[src/rtl/booth_seq_ctrl_pkg.sv]
// Shared definitions for the radix-2 Booth sequencing controller.
// Holds the state encodings, the Booth pair codes and the per-state control decode.
package booth_seq_ctrl_pkg;

  localparam int DEFAULT_N = 4;

  localparam logic [2:0] ST_IDLE  = 3'd0;
  localparam logic [2:0] ST_LOAD  = 3'd1;
  localparam logic [2:0] ST_EVAL  = 3'd2;
  localparam logic [2:0] ST_SHIFT = 3'd3;
  localparam logic [2:0] ST_DONE  = 3'd4;

  // Pair is {Q_LSQ_0, Q_LSQ_1}: a 1->0 transition means subtract, 0->1 means add.
  localparam logic [1:0] BP_SUB = 2'b10;
  localparam logic [1:0] BP_ADD = 2'b01;

  typedef struct packed {
    logic load_a;
    logic load_b;
    logic load_add;
    logic add_sub;
    logic shift;
    logic busy;
    logic done;
  } ctrl_t;

  function automatic ctrl_t decode_ctrl(input logic [2:0] st, input logic [1:0] pair);
    ctrl_t c;
    c = '0;
    case (st)
      ST_LOAD: begin
        c.load_a = 1'b1;
        c.load_b = 1'b1;
        c.busy   = 1'b1;
      end
      ST_EVAL: begin
        c.busy = 1'b1;
        if (pair == BP_SUB) begin
          c.load_add = 1'b1;
          c.add_sub  = 1'b1;
        end else if (pair == BP_ADD) begin
          c.load_add = 1'b1;
        end
      end
      ST_SHIFT: begin
        c.shift = 1'b1;
        c.busy  = 1'b1;
      end
      ST_DONE: begin
        c.done = 1'b1;
        c.busy = 1'b1;
      end
      // Illegal encodings drive nothing for the single cycle before recovery.
      default: c = '0;
    endcase
    return c;
  endfunction

endpackage

[src/rtl/booth_seq_ctrl_iter_cnt.sv]
// Iteration down-counter: loads N, decrements once per shift, flags the last iteration.
module booth_seq_ctrl_iter_cnt #(
  parameter int N     = 4,
  parameter int CNT_W = $clog2(N + 1)
) (
  input  logic             clk,
  input  logic             rst,
  input  logic             clr,
  input  logic             load,
  input  logic             dec,
  output logic [CNT_W-1:0] cnt,
  output logic             last
);

  logic [CNT_W-1:0] cnt_q;
  logic [CNT_W-1:0] cnt_d;

  always_comb begin
    cnt_d = cnt_q;
    if (clr) begin
      cnt_d = '0;
    end else if (load) begin
      cnt_d = CNT_W'(N);
    end else if (dec) begin
      cnt_d = cnt_q - CNT_W'(1);
    end
  end

  always_ff @(posedge clk) begin
    if (rst) begin
      cnt_q <= '0;
    end else begin
      cnt_q <= cnt_d;
    end
  end

  assign cnt  = cnt_q;
  assign last = (cnt_q == CNT_W'(1));

endmodule

[src/rtl/booth_seq_ctrl.sv]
// Radix-2 Booth multiplier sequencer: LOAD, then N EVAL/SHIFT pairs, then a one-cycle DONE.
module booth_seq_ctrl
  import booth_seq_ctrl_pkg::*;
#(
  parameter int N     = DEFAULT_N,
  parameter int CNT_W = $clog2(N + 1)
) (
  input  logic             clk,
  input  logic             rst,
  input  logic             start,
  input  logic             Q_LSQ_0,
  input  logic             Q_LSQ_1,
  output logic             load_A,
  output logic             load_B,
  output logic             load_add,
  output logic             add_sub,
  output logic             shift_HQ_LQ_Q_1,
  output logic             busy,
  output logic             done,
  output logic [CNT_W-1:0] iter_cnt
);

  logic [2:0] state_q;
  logic [2:0] state_d;
  logic       cnt_clr;
  logic       cnt_load;
  logic       cnt_dec;
  logic       cnt_last;
  ctrl_t      ctrl;

  booth_seq_ctrl_iter_cnt #(
    .N     (N),
    .CNT_W (CNT_W)
  ) u_iter_cnt (
    .clk  (clk),
    .rst  (rst),
    .clr  (cnt_clr),
    .load (cnt_load),
    .dec  (cnt_dec),
    .cnt  (iter_cnt),
    .last (cnt_last)
  );

  always_comb begin
    state_d  = ST_IDLE;
    cnt_clr  = 1'b0;
    cnt_load = 1'b0;
    cnt_dec  = 1'b0;
    case (state_q)
      ST_IDLE:  state_d = start ? ST_LOAD : ST_IDLE;
      ST_LOAD: begin
        cnt_load = 1'b1;
        state_d  = ST_EVAL;
      end
      ST_EVAL:  state_d = ST_SHIFT;
      ST_SHIFT: begin
        cnt_dec = 1'b1;
        state_d = cnt_last ? ST_DONE : ST_EVAL;
      end
      ST_DONE:  state_d = ST_IDLE;
      // Recover from a corrupted state and leave the counter in its idle value.
      default: begin
        cnt_clr = 1'b1;
        state_d = ST_IDLE;
      end
    endcase
  end

  always_ff @(posedge clk) begin
    if (rst) begin
      state_q <= ST_IDLE;
    end else begin
      state_q <= state_d;
    end
  end

  assign ctrl            = decode_ctrl(state_q, {Q_LSQ_0, Q_LSQ_1});
  assign load_A          = ctrl.load_a;
  assign load_B          = ctrl.load_b;
  assign load_add        = ctrl.load_add;
  assign add_sub         = ctrl.add_sub;
  assign shift_HQ_LQ_Q_1 = ctrl.shift;
  assign busy            = ctrl.busy;
  assign done            = ctrl.done;

endmodule

[config.mk]
export PLATFORM = sky130hd
export DESIGN_NAME = booth_seq_ctrl
export DESIGN_NICKNAME = d
export VERILOG_FILES = /design/src/rtl/booth_seq_ctrl_pkg.sv /design/src/rtl/booth_seq_ctrl_iter_cnt.sv /design/src/rtl/booth_seq_ctrl.sv
export SDC_FILE = /design/constraint.sdc
export NUM_CORES = 1
export LEC_CHECK = 0
export CAP_MARGIN = 5
export CELL_PAD_IN_SITES_DETAIL_PLACEMENT = 1
export CELL_PAD_IN_SITES_GLOBAL_PLACEMENT = 1
export CORE_AREA = 3 3 40 42
export DETAILED_ROUTE_END_ITERATION = 10
export DIE_AREA = 0 0 43 45
export HOLD_SLACK_MARGIN = 0.05
export PLACE_DENSITY = 0.73
export SLEW_MARGIN = 10
export SYNTH_ARGS = -nofsm -noshare
export SYNTH_HDL_FRONTEND = slang
export SYNTH_HIERARCHICAL = 1
export SYNTH_SLANG_ARGS = --single-unit
[constraint.sdc]
create_clock -name clk -period 1.81 [get_ports clk]
set_input_delay 0.2715 -clock clk [delete_from_list [all_inputs] [get_ports clk]]
set_output_delay 0.2715 -clock clk [all_outputs]
set_load 0.02 [all_outputs]
After elaboration in Yosys (flattened, before gate mapping)
Index checks and enable logic that the tools add are counted.
{"block": "totals", "regBits": 6, "in_bits": 5}
{"block": "classes", "addsub": 1, "eq_ne": 7, "n_mux": 14, "bitwise_logic": 1, "reduce_logical": 6}
{"operator": "case mux 3 bit (4 select lines)", "n": 1}
{"operator": "two-way mux 3 bit", "n": 3}
{"operator": "two-way mux 1 bit", "n": 8}
{"operator": "equality test 3 x 1 -> 1 bit (second input constant)", "n": 2}
{"operator": "equality test 3 x 2 -> 1 bit (second input constant)", "n": 2}
{"operator": "OR reduction 5 bit", "n": 1}
{"operator": "two-way mux 2 bit", "n": 2}
{"operator": "OR reduction 4 bit", "n": 1}
{"operator": "equality test 3 bit (second input constant)", "n": 1}
{"operator": "logical NOT 3 bit", "n": 1}
{"operator": "OR reduction 3 bit", "n": 1}
{"operator": "subtractor 3 x 1 -> 3 bit (second input constant)", "n": 1}
{"operator": "equality test 2 x 1 -> 1 bit (second input constant)", "n": 1}
{"operator": "equality test 2 bit (second input constant)", "n": 1}
{"operator": "nonzero test 2 bit", "n": 1}
{"operator": "OR reduction 2 bit", "n": 1}
{"operator": "inverter 1 bit", "n": 1}

Depth between registers and ports, before layout
{"block": "depth", "word_depth": 4, "depth_mapped": 5}

Hierarchy
Netlist, hierarchy kept.
{"mod": "booth_seq_ctrl", "instances": 1, "cells_each": 20, "area_each_um2": 192.7, "seq_area_each_um2": 60.1}
{"mod": "booth_seq_ctrl_iter_cnt", "instances": 1, "cells_each": 16, "area_each_um2": 162.7, "seq_area_each_um2": 60.1}

Worst setup path before layout
No wires, ideal clock.
{"block": "synth_timing", "path_type": "register -> output", "startpoint": "register state_q[2]", "endpoint": "output load_B", "arrival_time_ns": 1.418, "required_time_ns": 1.539, "path_slack_ns": 0.121, "stages_incl_launch_ff": 4, "path_buffers": 2, "path_cell_list": "dfxtp_1 -> buf_6 -> nor3b_1 -> buf_4"}
{"block": "synth_between", "elab_chain_cells": 2}
{"element": "start, declared", "line": "booth_seq_ctrl.sv:23", "text": "logic [2:0] state_q;"}
{"element": "start signal, assigned", "line": "booth_seq_ctrl.sv:73", "text": "state_q <= state_d;"}
{"element": "equality test 3 x 1 -> 1 bit", "line": "booth_seq_ctrl_pkg.sv:30", "text": "case (st)"}
{"element": "two-way mux 2 bit", "line": "booth_seq_ctrl_pkg.sv:30"}
{"element": "end, declared", "line": "booth_seq_ctrl.sv:14", "text": "output logic load_B,"}
Every way passes these cells.

Worst setup path in the final report
{"block": "layout_timing", "startpoint": "input Q_LSQ_1", "endpoint": "output add_sub"}
{"block": "layout_between", "elab_chain_cells": 3}
{"element": "start, declared", "line": "booth_seq_ctrl.sv:12", "text": "input logic Q_LSQ_1,"}
{"element": "equality test 2 bit", "line": "booth_seq_ctrl_pkg.sv:38", "text": "if (pair == BP_SUB) begin"}
{"element": "two-way mux 1 bit", "line": "booth_seq_ctrl_pkg.sv:38"}
{"element": "two-way mux 2 bit", "line": "booth_seq_ctrl_pkg.sv:30"}
{"element": "end, declared", "line": "booth_seq_ctrl.sv:16", "text": "output logic add_sub,"}
Every way passes these cells.

==> impl_metrics.yaml <==
yosys:
  synthTopCellsByArea: "dfxtp_1 34%, ha_1 11%, nor4_1 5.3%"
  ys_ff_latch: 6
  synth_area_leader_cell: "dfxtp_1"
  ys_types: 20
  yosysWarnings: 6
  synth_top_area_frac: 0.3380
  synthArstFlopShare: 0
  synth_ff_type: "dfxtp_1"
  synth_area_sq_um: 355.3
  ys_top_cells_by_count: "6 x dfxtp_1, 4 x nor2_1, 3 x ha_1, 3 x inv_1, 3 x nor4_1"
  syn_area_per_cell_sq_um: 9.871
  syn_nets: 44
  synthCells: 36
  synth.most_common_cell: "dfxtp_1"
  synth_edf_count: 0
  ys_seq_area_frac: 0.3380
global_routing:
  grt_overflow_total: 0
  grt_max_degree: 10
  grt_pass1_wl_mm: 1.380
  grtUsageTotal: 0.09833
  grt_pass1_vias: 323
  antenna_found_initial: 0
final_layout:
  fin_nets: 64
  area_delta_synth_final_pct: 52.11
  multiInputGateArea_sq_um: 214.0
  ff_latch_area_sq_um: 120.1
  antennaDiodeCount: 0
  fillers: 156
  drive_above_1_share: 0.2593
  final_cell_count_no_fill: 69
clocking:
  cts_tree: "built"
  cts_root_buf: "clkbuf_4"
  clkSlewWorstSetupHoldPaths_ns: 0.05
  clk_latency_ns: 0.25
  post-cts-setup-buffers: 0
  cts_sinks: 6
  cts_max_level: 1
  cts_buffers: 3
  cts_hold_buf: 0
  clockBufferDepth: 2
sta:
  fmax_mhz: 580.1
  rsz0062_at_grt: "false"
  slew_violations: 0
  worst_pin_slew_ns: 0.3008
  tns_ns: 0
  period_needed_ns: 1.724
  finalSetupViolCount: 0
  holdWs_ns: 0.5262
  relSlewSlack: 0.7992
  fin_crit_sh: 0.9523
  skew_ns: 0.006793
  hold_viol_final: 0
hold_path:
  hp-start: "u_iter_cnt/cnt[1]"
  min_delay_path_depth: 2
  min_to: "u_iter_cnt/cnt[1]"
  hold_path_class: "flop to flop"
drt:
  via_count: 312
  wl_per_cell_microns: 12.06
  routed_wl_microns: 832
  drt_pass1_iterations: 2
  drc: 0
  drtIter0Drc: 1
  vias_per_cell: 4.522
  ant_nets: 0
floorplanning:
  initial_core_util: 0.2765
  ios: 15
  die_x_microns: 43
  dieArea_sq_mm: 0.001935
  core_sq_mm: 0.001285
  die_h_microns: 45
  rows: 13
worst_setup_path:
  critPathMaxFanout: 1
  end_kind: "primary output"
  path_cells: "clkdlybuf4s50_1 -> inv_1 -> ha_1 -> and4bb_2 -> dlygate4sd2_1"
  startpoint_type: "input port"
  critPathMaxStageDelay_ns: 0.45
  r2r_end: "u_iter_cnt/cnt[1]"
  r2r_slack_ns: 0.43
  crit_arrival_ns: 1.45
  r2r_start: "state_q[0]"
  ff2ff_path_depth: 5
  crit_type: "input port to primary output"
  crit_path_top_delay_cell: "clkdlybuf4s50_1"
  required_ns: 1.54
placed_design:
  place_inst: 66
  gp_congestion: 0.7045
  dp_hpwl_microns: 632.1
  numPortBuffers: 14
power_and_ir_drop:
  worst_ir_drop_vdd_mv: 0.3685
  powerDensity_mw_per_mm2: 680.9
  total_power_mw: 0.3680
  leakage_nw: 0.2557
flow_run:
  max_cap_viol_count: 0
outcome:
  outcome: "completed"
## flip-flops by register name, summed over array words and instances (netlist names)
register / cells
state_q: 3
u_iter_cnt/cnt: 3
## metrics by stage
step / cell area, sq um / util / worst slack (ns)
after global placement: 518.0 / 0.4031 / -0.4247
final: 540.5 / 0.4206 / 0.08625
after global routing: 540.5 / 0.4206 / 0.02284
after floorplan: 355.3 / - / 0.1209
after CTS: 531.8 / 0.4138 / 0.007427
after detailed placement: 518.0 / 0.4031 / -0.3965
## metal layers
| layer | up-vias | share of wire | track usage |
|---|---|---|---|
| li1 | 164 | - | - |
| met1 | 142 | 0.51 | 0.1232 |
| met2 | 6 | 0.46 | 0.1347 |
| met3 | 0 | 0.036 | 0.05179 |
| met4 | 0 | 0 | 0.05422 |
| met5 | - | 0 | 0 |
## repair_timing
item,CTS,global route
cloned,0,0
gates resized for setup,11,2
setup endpoints to repair,6,2
## worst max path at each step
stage / start / to
2_1_floorplan: state_q[2] / load_B
3_3_place_gp: Q_LSQ_1 / load_add
3_5_place_dp: Q_LSQ_1 / load_add
4_1_cts: state_q[1] / shift_HQ_LQ_Q_1
5_1_grt: Q_LSQ_1 / load_add
6_report: Q_LSQ_1 / add_sub
## placed cells by master (no fill, tap or decap), types with 3 or more instances in the layout
master / n
clkdlybuf4s50_1: 7
dfxtp_1: 6
dlygate4sd2_1: 5
inv_1: 3
nor2_1: 3
nor4_1: 3
ha_1: 3
clkbuf_4: 3
buf_4: 3
## area by class of cell
class / instances / area share
tap: 15 / 0.03472
multi-input combinational: 25 / 0.3958
inverter: 3 / 0.02083
clock buffer: 3 / 0.04167
timing repair buffer: 17 / 0.2847
sequential: 6 / 0.2222
## cell families after synthesis
family	Yosys count	synth area share
buffers and inverters	5	0.08451
DFF	6	0.3380
and+or+nand+nor	18	0.3662
AOI/OAI and AO/OA	2	0.05634
xor gates and xnor gates	2	0.04930
adders and majority gates	3	0.1056
## critical path: cells and delay by family
kind	cells	cell delay, ns
simple gates	1	0.22
fa+ha+maj	1	0.16
buf+inv	3	0.81
## power breakdown
part | internal, mW | switching (mW) | total, mW
clock | 0.0752 | 0.0509 | 0.126
sequential | 0.140 | 0.0110 | 0.151
combinational | 0.0472 | 0.0433 | 0.0905
Power figures use the tool's default switching activity.
